<file path="src/rtl/key_queue.sv">
// key_queue: byte FIFO between the UART receiver and the ASCII-to-PS/2
// converter. Bytes are released one at a time as a single-cycle latch pulse,
// and only after the downstream PS/2 path has been idle for GAP_CYCLES
// consecutive cycles.
// Optional feature macro: KEY_QUEUE_DROP_STATS_EN enables the overflow flag
// and the saturating drop counter. Without it, both outputs are tied to 0.
// Bytes are still dropped when the queue is full.
module key_queue #(
    parameter int DEPTH      = 16,
    parameter int GAP_CYCLES = 50000
) (
    input  logic                     clk,
    input  logic                     reset,
    input  logic                     in_valid,
    input  logic [7:0]               in_data,
    input  logic                     sink_idle,
    output logic                     out_latch,
    output logic [7:0]               out_data,
    output logic [$clog2(DEPTH):0]   count,
    output logic                     empty,
    output logic                     full,
    output logic                     overflow,
    output logic [7:0]               drop_count
);
    localparam int AW = $clog2(DEPTH);
    localparam int GW = $clog2(GAP_CYCLES + 1);
    localparam logic [GW-1:0] GAP_MAX = GW'(GAP_CYCLES);
    localparam logic [AW:0]   CNT_MAX = (AW + 1)'(DEPTH);

    logic [7:0]    mem_q [DEPTH];
    logic [AW-1:0] wr_ptr_q, wr_ptr_d, rd_ptr_q, rd_ptr_d;
    logic [AW:0]   count_q, count_d;
    logic          empty_q, empty_d, full_q, full_d;
    logic [GW-1:0] gap_q, gap_d;
    logic          latch_q, latch_d;
    logic [7:0]    data_q, data_d;
    logic          issue, push, drop;

    // Issue and push decisions from registered state. A full queue still
    // accepts a byte on an issue edge, because the issue frees the head slot.
    always_comb begin
        issue    = !empty_q && (gap_q == GAP_MAX);
        push     = in_valid && (!full_q || issue);
        drop     = in_valid && full_q && !issue;
        wr_ptr_d = wr_ptr_q + AW'(push);
        rd_ptr_d = rd_ptr_q + AW'(issue);
        count_d  = count_q;
        if (push && !issue)
            count_d = count_q + 1'b1;
        else if (issue && !push)
            count_d = count_q - 1'b1;
        empty_d  = (count_d == '0);
        full_d   = (count_d == CNT_MAX);
        latch_d  = issue;
        data_d   = issue ? mem_q[rd_ptr_q] : data_q;
    end

    // Settle counter. An issue restarts it, and so does any busy cycle.
    always_comb begin
        gap_d = gap_q;
        if (issue || !sink_idle)
            gap_d = '0;
        else if (gap_q != GAP_MAX)
            gap_d = gap_q + 1'b1;
    end

    // Queue storage. The contents need no reset because count gates all reads.
    always_ff @(posedge clk) begin
        if (push)
            mem_q[wr_ptr_q] <= in_data;
    end

    // Pointers, occupancy, gap counter and the issue output register.
    always_ff @(posedge clk or posedge reset) begin
        if (reset) begin
            wr_ptr_q <= '0;
            rd_ptr_q <= '0;
            count_q  <= '0;
            empty_q  <= 1'b1;
            full_q   <= 1'b0;
            gap_q    <= '0;
            latch_q  <= 1'b0;
            data_q   <= '0;
        end else begin
            wr_ptr_q <= wr_ptr_d;
            rd_ptr_q <= rd_ptr_d;
            count_q  <= count_d;
            empty_q  <= empty_d;
            full_q   <= full_d;
            gap_q    <= gap_d;
            latch_q  <= latch_d;
            data_q   <= data_d;
        end
    end

    assign out_latch = latch_q;
    assign out_data  = data_q;
    assign count     = count_q;
    assign empty     = empty_q;
    assign full      = full_q;

`ifdef KEY_QUEUE_DROP_STATS_EN
    logic       ovf_q, ovf_d;
    logic [7:0] drops_q, drops_d;

    // The overflow flag is sticky. The drop count saturates at 255.
    always_comb begin
        ovf_d   = ovf_q | drop;
        drops_d = drops_q;
        if (drop && drops_q != 8'hFF)
            drops_d = drops_q + 8'd1;
    end

    // Drop statistics registers.
    always_ff @(posedge clk or posedge reset) begin
        if (reset) begin
            ovf_q   <= 1'b0;
            drops_q <= '0;
        end else begin
            ovf_q   <= ovf_d;
            drops_q <= drops_d;
        end
    end

    assign overflow   = ovf_q;
    assign drop_count = drops_q;
`else
    logic unused_drop;
    assign unused_drop = drop;
    assign overflow    = 1'b0;
    assign drop_count  = 8'd0;
`endif
endmodule

</file>
<file path="config.mk">
export PLATFORM = sky130hd
export DESIGN_NAME = key_queue
export DESIGN_NICKNAME = d
export VERILOG_FILES = /design/src/rtl/key_queue.sv
export SDC_FILE = /design/constraint.sdc
export NUM_CORES = 1
export LEC_CHECK = 0
export ABC_CLOCK_PERIOD_IN_PS = 3400
export BUFFER_PORTS_ARGS = -buffer_cell sky130_fd_sc_hd__buf_2
export CORE_MARGIN = 1.5
export CORE_UTILIZATION = 50
export DETAILED_ROUTE_END_ITERATION = 8
export HOLD_SLACK_MARGIN = 0.08
export PLACE_DENSITY_LB_ADDON = 0.15
export SKIP_CTS_REPAIR_TIMING = 1
export SYNTH_ARGS = -nofsm -noshare
export SYNTH_HDL_FRONTEND = slang
export SYNTH_SLANG_ARGS = --single-unit
export TNS_END_PERCENT = 100
</file>
<file path="constraint.sdc">
create_clock -name clk -period 3.4 [get_ports clk]
set_input_delay 0.51 -clock clk [delete_from_list [all_inputs] [get_ports clk]]
set_output_delay 0.51 -clock clk [all_outputs]
set_load 0.02 [all_outputs]
</file>
## Word-level counts from Yosys, hierarchy flattened

Memories as Yosys holds them, arrays and structs flattened. A register that Yosys moved wholly into a read port is not among the register bits.
Index checks and enable logic that the tools add are counted.

| word-level totals | value |
|---|---|
| register bits | 32 |
| memory bits (writable) | 128 |
| input port bits | 12 |
| output and inout port bits | 25 |
| logic and storage cells | 35 |
| memories | 1 |

Memory list:

| memory | depth | bits a word | read ports | clocked after Yosys merged registers in | write ports | RTL line | RTL |
|---|---|---|---|---|---|---|---|
| mem_q | 16 | 8 | 1 | 1 | 1 | 30 | `logic [7:0] mem_q [DEPTH];` |

| cells by class | value |
|---|---|
| add/sub/neg operators | 5 |
| equality and inequality tests | 3 |
| mux-type cells | 6 |
| reduce and logical (&&, ||, !) cells | 13 |

Operator list:

| operator | number |
|---|---|
| 2-to-1 mux 16 bit | 2 |
| adder 16 x 1 -> 16 bit (second input constant) | 1 |
| == test 16 bit (second input constant) | 1 |
| != test 16 bit (second input constant) | 1 |
| 2-to-1 mux 5 bit | 2 |
| adder 4 x 1 -> 4 bit | 2 |
| adder 5 x 1 -> 5 bit (second input constant) | 1 |
| == test 5 bit (second input constant) | 1 |
| zero test 1 bit | 5 |
| zero test 5 bit | 1 |
| subtractor 5 x 1 -> 5 bit (second input constant) | 1 |
| logical AND 1 bit | 4 |
| logical OR 1 bit | 2 |
| 2-to-1 mux 1 bit | 2 |
| nonzero test 2 bit | 1 |

## Depth between registers and ports, before layout

Gate-level depths: netlist of run 1.

| depth | value |
|---|---|
| depth in word-level cells | 9 |
| mapped depth | 11 |
| gate-level depth less buffers | 10 |

## Worst setup path after synthesis of run 1

OpenSTA, ideal clock, no wires.

| timing | value |
|---|---|
| path type | register to register |
| start point | register gap_q[10] |
| end point | memory mem_q[0][0], enable pin |
| library setup time | 0.383 ns |
| arrival | 2.726 ns |
| data required time | 3.017 ns |
| path slack | 0.290 ns |
| cell stages (with the launch flop) | 8 |
| path buffers | 1 |
| period minus slack after synthesis | 3.110 ns |
| cell sequence | dfrtp_1 > or4b_4 > or4_4 > buf_6 > or2_4 > nand2_8 > nand4bb_4 > nor3_1 |

| on the way | value |
|---|---|
| longest elaborated chain between the ends | 6 |

RTL lines:

| what | RTL line | RTL |
|---|---|---|
| from (decl) | 34 | `logic [GW-1:0] gap_q, gap_d;` |
| from (signal assigned) | 90 | `gap_q <= gap_d;` |
| == test 16 bit | 42 | `issue = !empty_q && (gap_q == GAP_MAX);` |
| logical AND 1 bit | 42 |  |
| logical OR 1 bit | 43 | `push = in_valid && (!full_q \|\| issue);` |
| logical AND 1 bit | 43 |  |
| 2-to-1 mux 1 bit | 69 | `if (push)` |
| 2-to-1 mux 1 bit (not written as such) | 70 | `mem_q[wr_ptr_q] <= in_data;` |
| to (decl) | 30 |  |

No other way between the ends.

## Worst setup path after layout of run 1

| timing | value |
|---|---|
| start point | register gap_q[11] |
| end point | memory mem_q[0][6], enable pin |

Same word-level chain as after synthesis.

==> results of run 1 <==
[per-stage QoR]
stage	setup slack [ps]	cell area [um2]	util (%)	hold WS, ps
2_1_floorplan	290.4	7023	-	476.5
4_1_cts	522.8	7953	57.74	309.4
6_report	536.4	7953	57.74	283.4
5_1_grt	408.6	7953	57.74	360.2
3_3_place_gp	563.5	7391	53.66	451.4
3_5_place_dp	531.3	7391	53.66	453.6
[power by group through the flow]
stage | combinational [uW] | clock, uW | sequential [uW]
3_5_place_dp | 633 | 0 | 2650
3_3_place_gp | 621 | 0 | 2640
4_1_cts | 635 | 1870 | 2610
6_report | 624 | 1830 | 2620
5_1_grt | 691 | 1950 | 2640
2_1_floorplan | 402 | 0 | 2630
[final timing paths]
check / to / slack, ps / startpoint / cells after the start
worst min register to register: out_data[5]$_DFFE_PP0P_ / 470 / out_data[5]$_DFFE_PP0P_ / 2
worst max-delay path: mem_q[0][6]$_DFFE_PP_ / 540 / gap_q[11]$_DFFE_PP0P_ / 7
min in group clk: out_data[5]$_DFFE_PP0P_ / 470 / out_data[5]$_DFFE_PP0P_ / 2
worst min-delay path: out_data[6]$_DFFE_PP0P_ / 280 / reset / 2
worst max register to register: mem_q[0][6]$_DFFE_PP_ / 540 / gap_q[11]$_DFFE_PP0P_ / 7
max in group asynchronous: gap_q[6]$_DFFE_PP0P_ / 2340 / reset / 3
[sequential cells by signal, summed over array words and instances (netlist names)]
| name | flops |
|---|---|
| count | 5 |
| wr_ptr_q | 4 |
| mem_q | 128 |
| full | 1 |
| gap_q | 16 |
| rd_ptr_q | 4 |
| out_data | 8 |
| empty | 1 |
| out_latch | 1 |
[synth_stat cells, drive strengths merged, types with 5 or more instances]
cell type and n:
nand2b 5, xnor2 8, nand2 35, xor2 14
dfrtp 39, mux4 40, edfxtp 128, a21oi 5
clkbuf 7, nand3 10, nor3 8, ha 8
inv 5, nor2 36, buf 18
[area by class of cell]
| class | count | share of cell area, % |
|---|---|---|
| tap | 180 | 2.832 |
| clock inverter | 13 | 1.668 |
| timing repair buffer | 46 | 3.650 |
| inverter | 5 | 0.2360 |
| multi-input combinational | 208 | 25.27 |
| clock buffer | 18 | 5.396 |
| sequential | 168 | 60.95 |
[per-layer routing]
layer / routed length (um) / GRT usage (%)
met2: 6791 / 32.74
met4: 114 / 6.176
met3: 662 / 4.699
met5: 0 / 0
met1: 5817 / 27.62
[kinds of logic (layout without fill, tap and decap cells)]
kind of cell / count (synthesis) / count (layout)
muxes: 43 / 43
xor gates and xnor gates: 22 / 22
other: 1 / 9
buffers and inverters: 30 / 82
and+or+nand+nor: 117 / 117
AOI/OAI and AO/OA: 9 / 9
adders and majority gates: 8 / 8
DFF: 168 / 168
==> out/qor.csv, run 1 <==
metric,value,unit
Seq pwr share,51.6,%
Synth Area in XOR/XNOR,2.755,%
switching share of power,25.72,%
FF/Latch Area,4847,um2
Synth Area in Simple Gates,9.751,%
hpwl dp,8831,um
setup TNS,0,ps
Ys Warns,0,
layout cells sized above 1,29.04,%
worst-margin pin slew,903.9,ps
CP top delay family,simple AND/OR/NAND/NOR gates,
Tcrit/Tclk final,84.22,%
clock sinks,168,
die height,121.3,um
"Power, Total",5070,uW
drt drc,0,
power per cell area,637.6,nW/um2
gr usage total,20.23,%
Avg Vias per Cell,5.536,
RSZ-0062 raised after global routing,no,
Cells after DPL,607,
crit path DAT,2990,ps
Post-Synth Adder-Cell Area,1.431,%
#FFs+latches synth,168,
sequential-to-total area share from yosys stat,69.30,%
largest family of logic cells by synthesized area,multiplexers,
"critical path, cell by cell",or4b_4 -> or4_4 -> or2_4 -> nand2_8 -> nand4bb_4 -> nor3_1 -> buf_4,
synthesized cell area,6993,um2
"leading cell type in the layout, fill and taps excluded",edfxtp_1,
peak supply drop,0.0004076,V
WL final,13390,um
antenna violations before repair,0,
fin nets,466,
Core Box Area,13770,um2
clock share of power,36.1,%
most frequent cells in the layout,"edfxtp_1 (128), mux4_2 (40), dfrtp_1 (38), nor2_1 (34), nand2_1 (33)",
post-route antenna net violation count,0,
Slew headroom,39.68,%
synthesized area per cell,17.57,um2
Initial DRT Pass Iterations,5,
final hold violation count,0,
Synth Flop Type,edfxtp_1,
# setup viols final,0,
port buffer count,27,
total congestion overflow,0,
ANT cells,0,
fmax,349.2,MHz
required time worst endpoint,3530,ps
leading area contributor after synthesis,edfxtp_1,
vias in the first global route,3604,
compound-cell area share of the yosys netlist,1.002,%
largest net degree at the start of global routing,35,
H-Tree Depth,4,
Starting Density,50.77,%
Crit Path Class,flip-flop to flip-flop,
die footprint,14700,um2
DR vias,3532,
total of max-cap violations,0,
CP max stage cell,or4b_4,
P&R area growth vs syn,13.72,%
DR iter-0 viols,389,
fillcell total,1042,
Routability Congestion,0.7755,
Crit path largest cell delay,580,ps
Worst Path Buf+Inv,1,
"Slew Viols, Final",0,
Post-synth EDFFs,128,
final std cells w/o fill,638,
worst skew pair latency,420,ps
post-synth cell types,47,
area of the multi-input gates,2009,um2
Hold Path Class,input port to asynchronous set/reset pin,
Root Buffer,clkbuf_16,
crit start category,flip-flop,
largest fanout on the critical path,13,
I/O Pins,37,
clock skew,10.48,ps
Synth top area share,54.97,%
CTS Buf Count,17,
Row Count,43,
Crit. End Element,flip-flop,
status,"complete, no violations",
CTS Buffer Depth,2,
Die Wd,121.3,um
wire length per cell,20.98,um
synth top area cells,"edfxtp_1 (55%), dfrtp_1 (14%), mux4_2 (13%)",
Gate power share,12.3,%
Switching Power,1304,uW
LEAKAGE,0.002871,uW
cell internal pwr,3767,uW
first-pass GRT wire length,21010,um
Worst-path clk slew,60,ps
post-synthesis async set-or-reset flop share,23.81,%
CTS tree,yes,
Post-Synthesis Cells,398,
mux contribution to synthesized area,13.31,%
Final Critical Period,2864,ps
Power figures use the tool's default switching activity.
==> inputs of run 2 (changes only) <==
--- a/config.mk
+++ b/config.mk
@@ -5,7 +5,7 @@
 export SDC_FILE = /design/constraint.sdc
 export NUM_CORES = 1
 export LEC_CHECK = 0
-export ABC_CLOCK_PERIOD_IN_PS = 3400
+export ABC_CLOCK_PERIOD_IN_PS = 2600
 export BUFFER_PORTS_ARGS = -buffer_cell sky130_fd_sc_hd__buf_2
 export CORE_MARGIN = 1.5
 export CORE_UTILIZATION = 50
==> constraint.sdc (replaced) <==
create_clock -name clk -period 2.6 [get_ports clk]
set_input_delay 0.39 -clock clk [delete_from_list [all_inputs] [get_ports clk]]
set_output_delay 0.39 -clock clk [all_outputs]
set_load 0.02 [all_outputs]
==> run 2 against run 1 <==
Compared with the run above:
- the run now ends with negative setup slack left
- flip-flop and latch count stayed put
- clock-buffer cell count is 1 lower
- setup slack worse by 610 ps
- total power is 38% higher
- combinational power is 53% higher
- die area stayed put
- highest routed layer unchanged
- clock skew hardly changed
- final cell count is 3.1% higher
==> out/qor.csv, run 2 (synthesis gave the netlist of run 1 again) <==
metric,value,unit
final hold violation count,0,
final core utilization,60.52,%
peak supply drop,0.0005728,V
Slew headroom,34.41,%
worst skew pair latency,420,ps
clock sinks,168,
largest net degree at the start of global routing,34,
Tcrit/Tclk final,102.8,%
pre-CTS setup slack,-51.44,ps
fmax,374.0,MHz
required time worst endpoint,2740,ps
fin nets,485,
dpl cell area,7684,um2
Routability Congestion,0.7598,
Crit Path Class,flip-flop to flip-flop,
I/O Pins,37,
max FFs per register,128,
clock skew,10.19,ps
"leading cell type in the layout, fill and taps excluded",edfxtp_1,
crit start category,flip-flop,
CTS tree,yes,
"Slew Viols, Final",0,
Crit. End Element,flip-flop,
Starting Density,50.77,%
first-pass GRT wire length,21890,um
Final Instance Area,8335,um2
Worst-path clk slew,70,ps
Switching Power,1877,uW
Root Buffer,clkbuf_16,
setup TNS,-5511,ps
vias in the first global route,3659,
Final WS setup,-73.91,ps
largest fanout on the critical path,8,
most frequent cells in the layout,"edfxtp_1 (128), mux4_2 (40), dfrtp_1 (38), nand2_1 (33), buf_2 (27)",
RSZ-0062 raised after global routing,yes,
die height,121.3,um
Gate power share,13.6,%
Biggest register,mem_q,
cell internal pwr,5129,uW
switching share of power,26.79,%
power per cell area,840.5,nW/um2
drt drc,0,
WL final,14010,um
# setup viols final,128,
DR iter-0 viols,310,
port buffer count,27,
gr usage total,21.15,%
P&R area growth vs syn,19.20,%
antenna violations before repair,0,
hpwl dp,9386,um
Seq pwr share,49.2,%
clock share of power,37.2,%
reg2reg setup slack,-70,ps
Row Count,43,
crit path from,gap_q[12]$_DFFE_PP0P_,
CTS Buffer Depth,2,
wire length per cell,21.29,um
final std cells w/o fill,658,
post-route antenna net violation count,0,
layout cells sized above 1,35.77,%
LEAKAGE,0.003023,uW
H-Tree Depth,4,
Cells after DPL,626,
Hold Path Class,input port to asynchronous set/reset pin,
worst-margin pin slew,977.9,ps
ANT cells,0,
Avg Vias per Cell,5.489,
reg2reg path depth,7,
total of max-cap violations,0,
fillcell total,1011,
CTS Buf Count,17,
crit path DAT,2810,ps
violated checks,negative setup slack,
die footprint,14700,um2
total congestion overflow,0,
status,"complete, but fails checks",
Final Critical Period,2674,ps
Die Wd,121.3,um
DR vias,3612,
Core Box Area,13770,um2
Initial DRT Pass Iterations,5,
Reg-to-Reg Start,gap_q[12]$_DFFE_PP0P_,
R2R Path End,mem_q[12][4]$_DFFE_PP_,
-- run 2: cell count changes in the layout (fill, tap and decap cells not counted), sizes merged --
cell,change
clkbuf,-1
buf,+19
inv,+5
clkinv,-4
bufinv,+1
-- run 2: final cells by class --
| class | instances | area (um2) | area share, % |
|---|---|---|---|
| Sequential cell | 168 | 4847 | 58.15 |
| Multi-Input combinational cell | 208 | 2091 | 25.08 |
| Timing Repair Buffer | 65 | 538.0 | 6.455 |
| Clock buffer | 17 | 425.4 | 5.104 |
| Tap cell | 180 | 225.2 | 2.702 |
| Clock inverter | 15 | 190.2 | 2.282 |
| Inverter | 5 | 18.77 | 0.2252 |
-- run 2: layer usage --
layer / up-vias / GRT usage [%] / share of wire [%]
met5: - / 0 / 0
met4: 0 / 5.662 / 1.3
met3: 10 / 5.686 / 5.5
met2: 119 / 31.61 / 47
met1: 1837 / 31.05 / 46
li1: 1646 / - / -
-- run 2: through the flow --
step           total power (uW)  hold slack, ps
4_1_cts                    7046           75.06
6_report                   7006           61.70
3_3_place_gp               4411           445.9
2_1_floorplan              4051           476.5
5_1_grt                    7268           116.4
3_5_place_dp               4447           453.8
-- run 2: worst max-delay path by stage --
stage,end,cells after the start
after floorplan,mem_q[15][0]$_DFFE_PP_,7
after global placement,mem_q[13][0]$_DFFE_PP_,7
after detailed placement,mem_q[12][4]$_DFFE_PP_,7
after CTS,mem_q[10][3]$_DFFE_PP_,7
after global routing,mem_q[14][6]$_DFFE_PP_,7
final,mem_q[12][4]$_DFFE_PP_,7
-- run 2: critical path, stage by stage, from the launching register on --
cell and delay (ps):
dfrtp_1 420, or4b_4 510, or4_4 540, or2_4 280, nand2_8 120, nand4_4 160, nor3_4 200, buf_12 150
-- run 2: power by group through the flow --
stage          logic (uW)  clock network, uW  registers (uW)
2_1_floorplan         590                  0            3460
3_3_place_gp          913                  0            3500
3_5_place_dp          941                  0            3510
4_1_cts               945               2650            3450
5_1_grt              1040               2750            3480
6_report              952               2610            3450
